## src/rtl/systolic_ctrl_pkg.sv

```systemverilog
// Shared types and derived constants for the systolic-array sequencer.
// Latency: n/a (declarations only).
// Backpressure: n/a.
package systolic_ctrl_pkg;

  typedef enum logic [2:0] {
    IDLE  = 3'd0,
    FEED  = 3'd1,
    WRITE = 3'd2,
    CLEAR = 3'd3,
    DONE  = 3'd4
  } state_t;

  localparam int DEF_SYSTOLIC_SIZE = 16;
  localparam int DEF_BUFFER_SIZE   = 27;

  // Fetch window plus the skew needed for the last word to cross the array.
  function automatic int calc_feed_cycles(input int buf_size, input int sys_size);
    return buf_size + 2 * sys_size - 1;
  endfunction

  localparam int FEED_CYCLES = calc_feed_cycles(DEF_BUFFER_SIZE, DEF_SYSTOLIC_SIZE);
  localparam int TILE_CYCLES = FEED_CYCLES + 1 + DEF_SYSTOLIC_SIZE + 1;
  localparam int PHASE_W     = $clog2(FEED_CYCLES + 1);

endpackage

```

## src/rtl/tile_addr_gen.sv

```systemverilog
// Running base+offset pointers for IFM, WGT and OFM memories.
// Latency: addresses update on the clock edge after a control input is seen.
// Backpressure: none; the FSM decides when pointers move.
module tile_addr_gen
  import systolic_ctrl_pkg::*;
#(
  parameter int IFM_AW      = 19,
  parameter int WGT_AW      = 9,
  parameter int OFM_AW      = 22,
  parameter int BUFFER_SIZE = DEF_BUFFER_SIZE
) (
  input  logic              clk,
  input  logic              rst_n,
  input  logic              load,
  input  logic              feed_step,
  input  logic              write_step,
  input  logic              advance,
  input  logic [IFM_AW-1:0] ifm_base,
  input  logic [WGT_AW-1:0] wgt_base,
  input  logic [OFM_AW-1:0] ofm_base,
  output logic [IFM_AW-1:0] ifm_addr,
  output logic [WGT_AW-1:0] wgt_addr,
  output logic [OFM_AW-1:0] ofm_addr
);

  localparam logic [IFM_AW-1:0] IFM_STRIDE = IFM_AW'(BUFFER_SIZE);

  logic [IFM_AW-1:0] ifm_tile;
  logic [WGT_AW-1:0] wgt_base_q;

  // IFM tile pointer accumulates one stride per tile (no multiplier); weights
  // restart from the same base every tile; OFM simply runs on across tiles.
  always_ff @(posedge clk) begin
    if (!rst_n) begin
      ifm_tile   <= '0;
      wgt_base_q <= '0;
      ifm_addr   <= '0;
      wgt_addr   <= '0;
      ofm_addr   <= '0;
    end else if (load) begin
      ifm_tile   <= ifm_base;
      wgt_base_q <= wgt_base;
      ifm_addr   <= ifm_base;
      wgt_addr   <= wgt_base;
      ofm_addr   <= ofm_base;
    end else begin
      if (advance) begin
        ifm_tile <= ifm_tile + IFM_STRIDE;
        ifm_addr <= ifm_tile + IFM_STRIDE;
        wgt_addr <= wgt_base_q;
      end else if (feed_step) begin
        ifm_addr <= ifm_addr + IFM_AW'(1);
        wgt_addr <= wgt_addr + WGT_AW'(1);
      end
      if (write_step) begin
        ofm_addr <= ofm_addr + OFM_AW'(1);
      end
    end
  end

endmodule

```

## src/rtl/systolic_ctrl.sv

```systemverilog
// Tile sequencer for the systolic array: fetch, propagate, drain, clear per tile.
// Latency: first fetch address one cycle after start; done 1+76*num_tiles cycles after start (defaults).
// Backpressure: none; start is ignored while busy, inputs are sampled only on an accepted start.
module systolic_ctrl
  import systolic_ctrl_pkg::*;
#(
  parameter int SYSTOLIC_SIZE = DEF_SYSTOLIC_SIZE,
  parameter int BUFFER_SIZE   = DEF_BUFFER_SIZE,
  parameter int IFM_AW        = 19,
  parameter int WGT_AW        = 9,
  parameter int OFM_AW        = 22,
  parameter int TILE_W        = 16
) (
  input  logic              clk,
  input  logic              rst_n,
  input  logic              start,
  input  logic [TILE_W-1:0] num_tiles,
  input  logic [IFM_AW-1:0] ifm_base,
  input  logic [WGT_AW-1:0] wgt_base,
  input  logic [OFM_AW-1:0] ofm_base,
  output logic              busy,
  output logic              done,
  output logic              ifm_we_a,
  output logic              wgt_we_a,
  output logic [IFM_AW-1:0] ifm_addr_a,
  output logic [WGT_AW-1:0] wgt_addr_a,
  output logic              read_en,
  output logic              reset_pe,
  output logic              write_out_en,
  output logic              ofm_we_b,
  output logic [OFM_AW-1:0] ofm_addr_b
);

  localparam int FEED_N = calc_feed_cycles(BUFFER_SIZE, SYSTOLIC_SIZE);
  localparam int CW     = $clog2(FEED_N + 1);

  localparam logic [CW-1:0] FEED_LAST  = CW'(FEED_N);
  localparam logic [CW-1:0] FETCH_LAST = CW'(BUFFER_SIZE - 1);
  localparam logic [CW-1:0] WRITE_LAST = CW'(SYSTOLIC_SIZE - 1);

  state_t            state;
  logic [CW-1:0]     phase;
  logic [TILE_W-1:0] tile_idx;
  logic [TILE_W-1:0] num_q;

  logic load, feed_step, write_step, advance, last_tile;

  assign ifm_we_a = 1'b0;
  assign wgt_we_a = 1'b0;

  assign last_tile  = (tile_idx == num_q - TILE_W'(1));
  assign load       = (state == IDLE) && start && (num_tiles != '0);
  assign feed_step  = (state == FEED) && (phase < FETCH_LAST);
  assign write_step = (state == WRITE);
  assign advance    = (state == CLEAR) && !last_tile;

  tile_addr_gen #(
    .IFM_AW      (IFM_AW),
    .WGT_AW      (WGT_AW),
    .OFM_AW      (OFM_AW),
    .BUFFER_SIZE (BUFFER_SIZE)
  ) u_addr (
    .clk        (clk),
    .rst_n      (rst_n),
    .load       (load),
    .feed_step  (feed_step),
    .write_step (write_step),
    .advance    (advance),
    .ifm_base   (ifm_base),
    .wgt_base   (wgt_base),
    .ofm_base   (ofm_base),
    .ifm_addr   (ifm_addr_a),
    .wgt_addr   (wgt_addr_a),
    .ofm_addr   (ofm_addr_b)
  );

  // Sequencer FSM; every control output is set for the cycle being entered.
  always_ff @(posedge clk) begin
    if (!rst_n) begin
      state        <= IDLE;
      phase        <= '0;
      tile_idx     <= '0;
      num_q        <= '0;
      busy         <= 1'b0;
      done         <= 1'b0;
      read_en      <= 1'b0;
      write_out_en <= 1'b0;
      ofm_we_b     <= 1'b0;
      reset_pe     <= 1'b1;
    end else begin
      done     <= 1'b0;
      reset_pe <= 1'b0;
      case (state)
        IDLE: begin
          if (start) begin
            busy <= 1'b1;
            if (num_tiles == '0) begin
              state <= DONE;
              done  <= 1'b1;
            end else begin
              state    <= FEED;
              num_q    <= num_tiles;
              tile_idx <= '0;
              phase    <= '0;
            end
          end
        end
        FEED: begin
          // Cycle 0 only issues the first read; data appears one cycle later.
          if (phase == FEED_LAST) begin
            state        <= WRITE;
            phase        <= '0;
            read_en      <= 1'b0;
            write_out_en <= 1'b1;
            ofm_we_b     <= 1'b1;
          end else begin
            phase   <= phase + CW'(1);
            read_en <= 1'b1;
          end
        end
        WRITE: begin
          if (phase == WRITE_LAST) begin
            state        <= CLEAR;
            phase        <= '0;
            write_out_en <= 1'b0;
            ofm_we_b     <= 1'b0;
            reset_pe     <= 1'b1;
          end else begin
            phase <= phase + CW'(1);
          end
        end
        CLEAR: begin
          tile_idx <= tile_idx + TILE_W'(1);
          if (last_tile) begin
            state <= DONE;
            done  <= 1'b1;
          end else begin
            state <= FEED;
          end
        end
        DONE: begin
          busy  <= 1'b0;
          state <= IDLE;
        end
        default: begin
          busy  <= 1'b0;
          state <= IDLE;
        end
      endcase
    end
  end

endmodule

```

## config.mk

```make
export PLATFORM = sky130hd
export DESIGN_NAME = systolic_ctrl
export DESIGN_NICKNAME = d
export VERILOG_FILES = /design/src/rtl/systolic_ctrl_pkg.sv /design/src/rtl/tile_addr_gen.sv /design/src/rtl/systolic_ctrl.sv
export SDC_FILE = /design/constraint.sdc
export NUM_CORES = 1
export LEC_CHECK = 0
export ABC_CLOCK_PERIOD_IN_PS = 3000
export CAP_MARGIN = 0
export CORE_MARGIN = 1.5
export CORE_UTILIZATION = 53
export CTS_BUF_LIST = sky130_fd_sc_hd__clkbuf_8 sky130_fd_sc_hd__clkbuf_16
export DETAILED_ROUTE_END_ITERATION = 7
export PLACE_DENSITY = 0.81
export SLEW_MARGIN = 20
export SYNTH_ARGS = -nofsm -noshare
export SYNTH_HDL_FRONTEND = slang
export SYNTH_SLANG_ARGS = --single-unit
```

## constraint.sdc

```tcl
create_clock -name clk -period 3 [get_ports clk]
set_input_delay 0.9 -clock clk [delete_from_list [all_inputs] [get_ports clk]]
set_output_delay 0.9 -clock clk [all_outputs]
set_load 0.01 [all_outputs]
```

== Yosys cells after proc, flatten, opt, wreduce, memory -nomap -nowiden ==
Index checks and enable logic that the tools add are counted.
Cells by class
  add/subtract/negate cells: 7
  $lt $le $gt $ge: 1
  equality and inequality tests: 10
  multiplexer cells: 36
  bitwise gates (word level): 2
  reduce and logical (&&, ||, !) cells: 21
Operators with widths (number)
  two-way mux 19 bit: 5
  two-way mux 22 bit: 2
  two-way mux 16 bit: 2
  case mux 16 bit (2 select lines): 1
  two-way mux 9 bit: 3
  two-way mux 6 bit: 4
  adder 22 x 1 -> 22 bit (second input constant): 1
  adder 19 x 1 -> 19 bit (second input constant): 1
  adder 19 x 5 -> 19 bit (second input constant): 1
  case mux 6 bit (3 select lines): 1
  adder 16 x 1 -> 16 bit (second input constant): 1
  equality test 16 bit: 1
  logical NOT 16 bit: 1
  nonzero test 16 bit: 1
  subtractor 16 x 1 -> 16 bit (second input constant): 1
  two-way mux 3 bit: 5
  AND reduction 3 bit: 5
  case mux 3 bit (4 select lines): 1
  adder 9 x 1 -> 9 bit (second input constant): 1
  two-way mux 1 bit: 9
  nonzero test 2 bit: 4
  adder 6 x 1 -> 6 bit (second input constant): 1
  equality test 3 x 2 -> 1 bit (second input constant): 2
  equality test 6 x 4 -> 1 bit (second input constant): 1
  13 further kinds: 22
Word-level totals
  register bits: 124
  bits of input ports: 69
  output and inout port bits: 58
  logic and storage cells: 91

== Logic depth before layout (Yosys ltp) ==
Gate-level depths: netlist (run 1).
  depth in word-level cells: 6
  gate-level depth with buffers: 12
  depth with buffers taken out: 10

== By module ==
A second synthesis (run 1) with hierarchy kept.
Unflattened totals
  cell total of the unflattened synthesis: 897
  area, all modules: 7275.7 µm²
Modules (own cells, without submodules)
  tile_addr_gen: instances 1, cells each 550, area each 4588.2 µm², sequential area each 1561.5 µm²
  systolic_ctrl: instances 1, cells each 347, area each 2687.6 µm², sequential area each 920.9 µm²

== Worst setup path before layout (run 1) ==
OpenSTA, ideal clock, no wires.
  path kind: input port to flip-flop
  start: input start
  end: register num_q[0]
  library setup time: 0.070 ns
  arrival time: 2.671 ns
  required time: 2.930 ns
  slack: 0.259 ns
  stages: 9
  path buffers: 4
  cell sequence: nand2b_1 -> nor2_1 -> and3b_1 -> clkbuf_1 -> clkbuf_1 -> buf_1 -> buf_1 -> nand2_1 -> a21oi_1
On the way
  longest elaborated chain between the ends: 1
RTL lines
  start, declared: line systolic_ctrl.sv:16  | input logic start,
  AND reduction 3 bit (no source line)
  end signal, assigned: line systolic_ctrl.sv:102  | num_q <= num_tiles;
  end, declared: line systolic_ctrl.sv:44  | logic [TILE_W-1:0] num_q;
Every way passes these cells.
A chain may end at the register's enable or synchronous reset.

== Final worst setup path (run 1) ==
  start: register num_q[0]
  end: register u_addr.ifm_tile[5]
On the way
  longest elaborated chain between the ends: 5
RTL lines
  subtractor 16 x 1 -> 16 bit: line systolic_ctrl.sv:51  | assign last_tile = (tile_idx == num_q - TILE_W'(1));
  equality test 16 bit: line systolic_ctrl.sv:51
  logical NOT 1 bit: line systolic_ctrl.sv:55  | assign advance = (state == CLEAR) && !last_tile;
  logical AND 1 bit: line systolic_ctrl.sv:55
  nonzero test 2 bit (no source line)
  end signal, assigned: line tile_addr_gen.sv:41  | ifm_tile <= ifm_base;
  end signal, assigned: line tile_addr_gen.sv:48  | ifm_tile <= ifm_tile + IFM_STRIDE;
  end, declared: line tile_addr_gen.sv:28  | logic [IFM_AW-1:0] ifm_tile;
Every way passes these cells.

==> PnR_summary.wiki, run 1 <==
{| class="wikitable"
! Metric !! Value
|-
| Routability congestion estimate from global placement || 0.889
|-
| Vias in the first global route || 7125
|-
| Sink count of the clock tree || 124
|-
| Total number of yosys warnings || 0
|-
| Antenna violations before repair || 0
|-
| Remaining antenna violation count || 0
|-
| Global-route wire length before repair || 34.0 mm
|-
| Number of buffers inserted by port buffering || 124
|-
| Power per cell area || 617 mW/mm^2
|-
| Prevailing post-synth register cell || sky130_fd_sc_hd__dfxtp_1
|-
| Drc violations || 0
|-
| Most instantiated cells after synthesis || sky130_fd_sc_hd__dfxtp_1, sky130_fd_sc_hd__nand2_1, sky130_fd_sc_hd__nor2_1
|-
| Critical-path cell with the highest stage delay || sky130_fd_sc_hd__dfxtp_2
|-
| # IOs || 127
|-
| Post-synthesis to final-layout area growth || 37.6%
|-
| Leading post-synthesis cells by cell area || sky130_fd_sc_hd__dfxtp_1, sky130_fd_sc_hd__nand2_1, sky130_fd_sc_hd__a21oi_1
|-
| Final worst-path cycle share || 97.5%
|-
| Cell area after technology mapping || 0.00689 sq mm
|-
| Worst-case vdd ir drop || 0.450 mV
|-
| Footprint of the flip-flops and latches || 0.00248 sq mm
|-
| EDFF count, synth || 0
|-
| Clk_skew || 0.00829 ns
|-
| Congestion Overflow GR || 0
|-
| Level count of the clock H-tree || 4
|-
| # Max-Cap Violations || 0
|-
| Total GRT Usage || 31.8%
|-
| CP peak stage delay || 0.37 ns
|-
| Cells after Synth || 879
|-
| Synth area leader || sky130_fd_sc_hd__dfxtp_1
|-
| Vias after detailed routing || 7464
|-
| Row cnt || 41
|-
| Worst hold slack across all endpoints || 0.453 ns
|-
| Worst setup SP type || flip-flop
|-
| Initial Utilization || 54.4%
|-
| Post-cts hold buffer count || 0
|-
| Die footprint || 0.0137 sq mm
|-
| Post-Synthesis Mean Instance Area || 7.84 sq um
|-
| Data arrival time of the worst path || 3.26 ns
|-
| Power Total || 5.85 mW
|-
| Ys async rst share || 0%
|-
| CP Cell Sequence || inv_1, ha_1, nor3b_2, a211o_1, a32oi_2, o311a_1, nand3_4, buf_4, nand2_1, nor2_1, nor3_1
|-
| Ratio of cells with drive above 1 in the final layout || 13.2%
|-
| Number of synthesized register bits || 124
|-
| Iteration-0 DRC count of the detailed router || 777
|-
| Layout net count || 1136
|-
| Overall die height || 117 microns
|-
| Worst reg-to-reg path cell count || 11
|-
| Post-CTS clock slew at the launch and capture registers of the worst setup and hold paths || 0.06 ns
|-
| Distinct cell type count after synthesis || 80
|-
| Post-Route WL || 21.3 mm
|-
| Worst slack at placement || -0.140 ns
|-
| Max Clk Rate || 0.342 GHz
|-
| Area used by multi-input combinational logic || 0.00419 sq mm
|-
| Clock tree from TritonCTS || built
|-
| Detail-routed via count per cell || 6.00
|-
| Clock network latency to the later pin of the worst-skew pair || 0.42 ns
|-
| Standby leakage power || 3.53 nW
|-
| Pins Over Slew Limit || 0
|-
| Buffer levels on the longest clock path || 2
|-
| Total setup violations reported at the end of the flow || 0
|-
| Number of fill cells in the layout || 969
|-
| Die boundary width || 117 microns
|-
| Post-route cell area || 0.00948 sq mm
|-
| Portion of synthesized cell area occupied by the leading cell type || 36.0%
|-
| Pin count of the biggest net entering global routing || 29
|-
| Worst min-delay path class || reg -> reg
|-
| Type of the setup path with the least slack || reg -> reg
|-
| Outcome || completed
|-
| Register-to-register setup slack || 0.07 ns
|-
| Detailed Routing Iterations Pass 1 || 6
|-
| Clk root buf || sky130_fd_sc_hd__clkbuf_16
|-
| Hold Vio Cnt, Final || 0
|-
| Worst hold stages || 2
|-
| Average wire per cell in the routed design || 17.2 microns
|-
| Relative slew slack || 57.5%
|-
| Crit path capture type || flip-flop
|-
| Least setup slack across all paths after layout || 0.0745 ns
|-
| Worst path required time || 3.33 ns
|-
| Detailed Place HPWL || 14.8 mm
|-
| Core Area || 0.0127 sq mm
|-
| Shortest clock period the worst path allows after layout || 2.93 ns
|-
| Post-place instance area || 0.00883 sq mm
|-
| Library cell with the highest instance count after synthesis || sky130_fd_sc_hd__dfxtp_1
|-
| Maximum fanout along the worst path || 8
|-
| Actual slew at the worst max-slew pin || 0.633 ns
|-
| Number of antenna diodes || 0
|-
| Inserted Clock Buffers || 17
|-
| Fin util || 74.8%
|-
| Sequential element share of the synthesized area || 36.0%
|}
-- layout make-up --
class,instances,share of cell area [%]
clock buffers,20,4.92
flip-flops and latches,124,26.2
well taps,172,2.27
clock inverters,11,1.10
inverters,17,0.673
multi-input cells,692,44.2
repair buffers,207,20.6
-- final timing paths --
path | to | startpoint
max reg2reg | u_addr.ifm_tile[5] | num_q[0]
min | u_addr.wgt_base_q[8] | u_addr.wgt_base_q[8]
min reg2reg | u_addr.wgt_base_q[8] | u_addr.wgt_base_q[8]
max | u_addr.ifm_tile[5] | num_q[0]
-- flip-flops by register name (all words and copies together) (netlist names), 6 cells and up --
signal and count:
u_addr.ofm_addr 22, u_addr.ifm_tile 19, num_q 16, phase 6, u_addr.wgt_base_q 9, tile_idx 16
u_addr.ifm_addr 19, u_addr.wgt_addr 9
-- layer usage --
metal	share of wire, %	global-route usage (%)
met1	41	38.9
met2	47	52.4
met3	8.5	8.50
met4	3.4	15.2
met5	0	0
-- layout by cell type, fill, tap and decap left out, types with 4 or more instances in the layout --
master / Yosys / routed
sky130_fd_sc_hd__nand2b_1: 11 / 11
sky130_fd_sc_hd__xnor2_1: 29 / 29
sky130_fd_sc_hd__xor2_1: 34 / 34
sky130_fd_sc_hd__nor3_1: 18 / 18
sky130_fd_sc_hd__a32oi_1: 12 / 10
sky130_fd_sc_hd__nand4_1: 13 / 13
sky130_fd_sc_hd__o21a_1: 5 / 5
sky130_fd_sc_hd__a31oi_1: 8 / 8
sky130_fd_sc_hd__ha_1: 8 / 8
sky130_fd_sc_hd__nor2_1: 98 / 96
sky130_fd_sc_hd__o2111ai_1: 6 / 6
sky130_fd_sc_hd__o211ai_1: 9 / 9
sky130_fd_sc_hd__and4_1: 5 / 5
sky130_fd_sc_hd__a22oi_1: 7 / 7
sky130_fd_sc_hd__nor4_1: 5 / 4
sky130_fd_sc_hd__nand2_1: 122 / 122
sky130_fd_sc_hd__clkbuf_16: 0 / 17
sky130_fd_sc_hd__or3_1: 7 / 7
sky130_fd_sc_hd__nor2b_1: 4 / 4
sky130_fd_sc_hd__and2_1: 4 / 4
sky130_fd_sc_hd__buf_12: 0 / 7
sky130_fd_sc_hd__inv_1: 16 / 20
sky130_fd_sc_hd__a32o_1: 5 / 5
sky130_fd_sc_hd__clkinv_2: 0 / 4
sky130_fd_sc_hd__clkdlybuf4s50_1: 0 / 124
sky130_fd_sc_hd__a21oi_1: 84 / 83
sky130_fd_sc_hd__a211oi_1: 21 / 21
sky130_fd_sc_hd__nand3_1: 48 / 47
sky130_fd_sc_hd__o21ai_0: 39 / 39
sky130_fd_sc_hd__and3_1: 12 / 12
sky130_fd_sc_hd__buf_4: 4 / 75
sky130_fd_sc_hd__dfxtp_1: 124 / 122
-- power by group --
| part | internal [mW] | switching, mW | total (mW) |
|---|---|---|---|
| clock network | 1.26 | 0.735 | 2.00 |
| registers | 1.83 | 0.231 | 2.06 |
| logic | 0.870 | 0.913 | 1.78 |
-- through the flow --
step | instances | setup TNS (ns)
2_1_floorplan | 880 | 0
3_3_place_gp | 1210 | -1.25
3_5_place_dp | 1210 | -2.19
4_1_cts | 1241 | 0
5_1_grt | 1243 | -0.0513
6_report | 1243 | 0
-- cell families (layout without fill, tap and decap cells) --
family	after synthesis	count (layout)	share of synthesized area (%)
AO/OA/AOI/OAI	247	247	24.4
XOR/XNOR	63	63	8.01
adder cells (fa/ha/maj)	8	8	1.45
buffers and inverters	64	255	4.09
flip-flops	124	124	36.0
multiplexers	3	3	0.436
other	1	2	0.0544
AND/OR/NAND/NOR	369	369	25.5
-- worst max-delay path, delay by kind of cell (launching register included) --
kind,cells,cell delay [ns]
compound gates,3,0.95
flops,1,0.37
buf+inv,2,0.28
fa+ha+maj,1,0.22
simple gates,5,1.01
-- what timing repair did --
action                     CTS  global route
setup buffers                0             2
resized for setup            2            12
pin swaps                    0             5
setup endpoints to repair   17            36
No activity file was read; power rests on OpenSTA's default activity.
==> run 2, diff against run 1 <==
--- a/config.mk
+++ b/config.mk
@@ -5,9 +5,7 @@
 export SDC_FILE = /design/constraint.sdc
 export NUM_CORES = 1
 export LEC_CHECK = 0
-export ABC_CLOCK_PERIOD_IN_PS = 3000
 export CAP_MARGIN = 0
-export CORE_MARGIN = 1.5
 export CORE_UTILIZATION = 53
 export CTS_BUF_LIST = sky130_fd_sc_hd__clkbuf_8 sky130_fd_sc_hd__clkbuf_16
 export DETAILED_ROUTE_END_ITERATION = 7
==> PnR_summary.wiki, run 2 (same netlist as run 1, synthesis figures left out) <==
{| class="wikitable"
! Metric !! Value
|-
| Die footprint || 0.0135 sq mm (-1.7%)
|-
| Data arrival time of the worst path || 3.25 ns (about the same)
|-
| Pin count of the biggest net entering global routing || 30 (+3.4%)
|-
| Pins Over Slew Limit || 0 (unchanged)
|-
| Initial Utilization || 54.4% (unchanged)
|-
| # Max-Cap Violations || 0 (unchanged)
|-
| Standby leakage power || 3.53 nW (-0.18%)
|-
| Power Total || 5.77 mW (-1.2%)
|-
| Relative slew slack || 54.0% (-3.5 points)
|-
| Worst path buffer plus inverter count || 4 (+2)
|-
| Worst setup SP type || flip-flop
|-
| Max Clk Rate || 0.340 GHz (-0.39%)
|-
| Total setup violations reported at the end of the flow || 0 (unchanged)
|-
| Clock tree from TritonCTS || built
|-
| Post-cts hold buffer count || 0 (unchanged)
|-
| Top flop regs || u_addr.ofm_addr: 22 flops, u_addr.ifm_addr: 19 flops, u_addr.ifm_tile: 19 flops
|-
| Antenna violations before repair || 0 (unchanged)
|-
| Final worst-path cycle share || 97.9% (+0.38 points)
|-
| Actual slew at the worst max-slew pin || 0.688 ns (+0.0556 ns)
|-
| Worst hold stages || 2 (unchanged)
|-
| Cell type group with the largest total delay on the critical path || simple AND/OR/NAND/NOR gates
|-
| Die boundary width || 116 microns (-0.85%)
|-
| Type of the setup path with the least slack || reg -> reg
|-
| Logic depth of the worst setup path including buffers || 12 (+1)
|-
| Worst min-delay path class || reg -> reg
|-
| Final total negative setup slack || 0 ns (unchanged)
|-
| Layout net count || 1138 (+0.18%)
|-
| Number of buffers inserted by port buffering || 124 (unchanged)
|-
| # IOs || 127 (unchanged)
|-
| Power per cell area || 610 mW/mm^2 (-1.1%)
|-
| Clk root buf || sky130_fd_sc_hd__clkbuf_16
|-
| Total GRT Usage || 32.1% (+0.28 points)
|-
| Ratio of cells with drive above 1 in the final layout || 13.2% (+0.081 points)
|-
| Worst reg-to-reg path cell count || 12 (+1)
|-
| Hold Vio Cnt, Final || 0 (unchanged)
|-
| Clk_skew || 0.00764 ns (-0.000651 ns)
|-
| Detailed Place HPWL || 14.6 mm (-1.7%)
|-
| Most common library cell in the layout ignoring fill and taps || sky130_fd_sc_hd__clkdlybuf4s50_1
|-
| Worst-case vdd ir drop || 0.402 mV (-11%)
|-
| Register containing the most flip-flops in the final layout || u_addr.ofm_addr
|-
| Post-synthesis to final-layout area growth || 37.4%
|-
| Core Area || 0.0127 sq mm (unchanged)
|-
| Post-CTS clock slew at the launch and capture registers of the worst setup and hold paths || 0.06 ns (about the same)
|-
| Sink count of the clock tree || 124 (unchanged)
|-
| Maximum fanout along the worst path || 11 (+3)
|-
| Buffer levels on the longest clock path || 2 (unchanged)
|-
| Iteration-0 DRC count of the detailed router || 768 (-1.2%)
|-
| Clock network latency to the later pin of the worst-skew pair || 0.43 ns (about the same)
|-
| Level count of the clock H-tree || 4 (unchanged)
|-
| Routability congestion estimate from global placement || 0.907 (+2.0%)
|-
| Vias after detailed routing || 7341 (-1.6%)
|-
| Vias in the first global route || 7003 (-1.7%)
|-
| Shortest clock period the worst path allows after layout || 2.94 ns (+0.0115 ns)
|-
| Detailed Routing Iterations Pass 1 || 6 (unchanged)
|-
| Post-Route WL || 20.7 mm (-2.8%)
|-
| Cell type with the highest occurrence count on the critical path || sky130_fd_sc_hd__buf_4
|-
| Inserted Clock Buffers || 17 (unchanged)
|-
| Average wire per cell in the routed design || 16.7 microns (-2.8%)
|-
| CP Cell Sequence || inv_1, ha_1, buf_4, or3b_2, o21ai_0, o2111ai_1, or2_4, nor3_4, buf_4, o211ai_2, buf_12, o2111a_1
|-
| Worst path required time || 3.32 ns (about the same)
|-
| Max FFs per register || 22 (unchanged)
|-
| Congestion Overflow GR || 0 (unchanged)
|-
| Remaining antenna violation count || 0 (unchanged)
|-
| Overall die height || 116 microns (-0.85%)
|-
| Commonest cells after routing, fill and taps aside || sky130_fd_sc_hd__clkdlybuf4s50_1, sky130_fd_sc_hd__dfxtp_1, sky130_fd_sc_hd__nand2_1, sky130_fd_sc_hd__nor2_1, sky130_fd_sc_hd__a21oi_1
|-
| Placed instance count || 1211 (+0.083%)
|-
| Outcome || completed
|-
| Critical-path cell with the highest stage delay || sky130_fd_sc_hd__or3b_2
|-
| Number of fill cells in the layout || 960 (-0.93%)
|-
| Drc violations || 0 (unchanged)
|-
| Detail-routed via count per cell || 5.90 (-1.7%)
|-
| Fin util || 74.7% (-0.12 points)
|-
| Final cell count without fillers || 1244 (+0.080%)
|-
| Number of antenna diodes || 0 (unchanged)
|-
| CP peak stage delay || 0.45 ns (+0.08 ns)
|-
| Global-route wire length before repair || 33.5 mm (-1.4%)
|-
| Row cnt || 41 (unchanged)
|-
| Crit path capture type || flip-flop
|}
-- run 2: cell type report --
type | count | area [sq um] | area share (%)
clock inverters | 12 | 109 | 1.15
repair buffers | 209 | 1950 | 20.6
flip-flops and latches | 124 | 2480 | 26.2
multi-input cells | 692 | 4200 | 44.4
inverters | 17 | 63.8 | 0.674
well taps | 172 | 215 | 2.27
clock buffers | 18 | 439 | 4.64
-- run 2: power breakdown --
| group | internal, mW | total (mW) | leakage (nW) | switching (mW) |
|---|---|---|---|---|
| registers | 1.83 | 2.05 | 1.01 | 0.223 |
| logic | 0.862 | 1.77 | 2.23 | 0.909 |
| clock network | 1.21 | 1.95 | 0.285 | 0.736 |
-- run 2: what timing repair did --
action                                  CTS  global route
cloned                                    0             0
pin swaps                                 0             4
buffers inserted                          0             3
gates resized for setup                   2            11
endpoints found under the setup margin   12            28
hold endpoints to repair                  0             0
-- run 2: path summary, 6_finish.rpt --
kind / from / endpoint / slack, ns
min reg2reg: u_addr.wgt_base_q[8] / u_addr.wgt_base_q[8] / 0.47
max: num_q[0] / u_addr.ifm_addr[17] / 0.06
min: u_addr.wgt_base_q[8] / u_addr.wgt_base_q[8] / 0.47
max reg2reg: num_q[0] / u_addr.ifm_addr[17] / 0.06
-- run 2: through the flow --
stage / area, sq um / setup WS [ns] / hold WS [ns]
finish: 9470 / 0.0630 / 0.467
detailed placement: 8830 / -0.215 / 0.452
CTS: 9390 / 0.0674 / 0.463
floorplan: 6890 / 0.259 / 0.437
global route: 9470 / -0.0340 / 0.494
global placement: 8830 / -0.118 / 0.442
-- run 2: tightest hold or removal path, delay by kind of cell (launching register included) --
kind / cells / cell delay, ns
AO/OA/AOI/OAI: 1 / 0.06
flip-flops: 1 / 0.31
AND/OR/NAND/NOR: 1 / 0.05
-- run 2: layer usage --
metal	global-route usage, %	part of all wire, %
met5	0	0
met4	14.5	3.0
met3	7.69	7.9
met2	51.5	46
met1	41.0	43
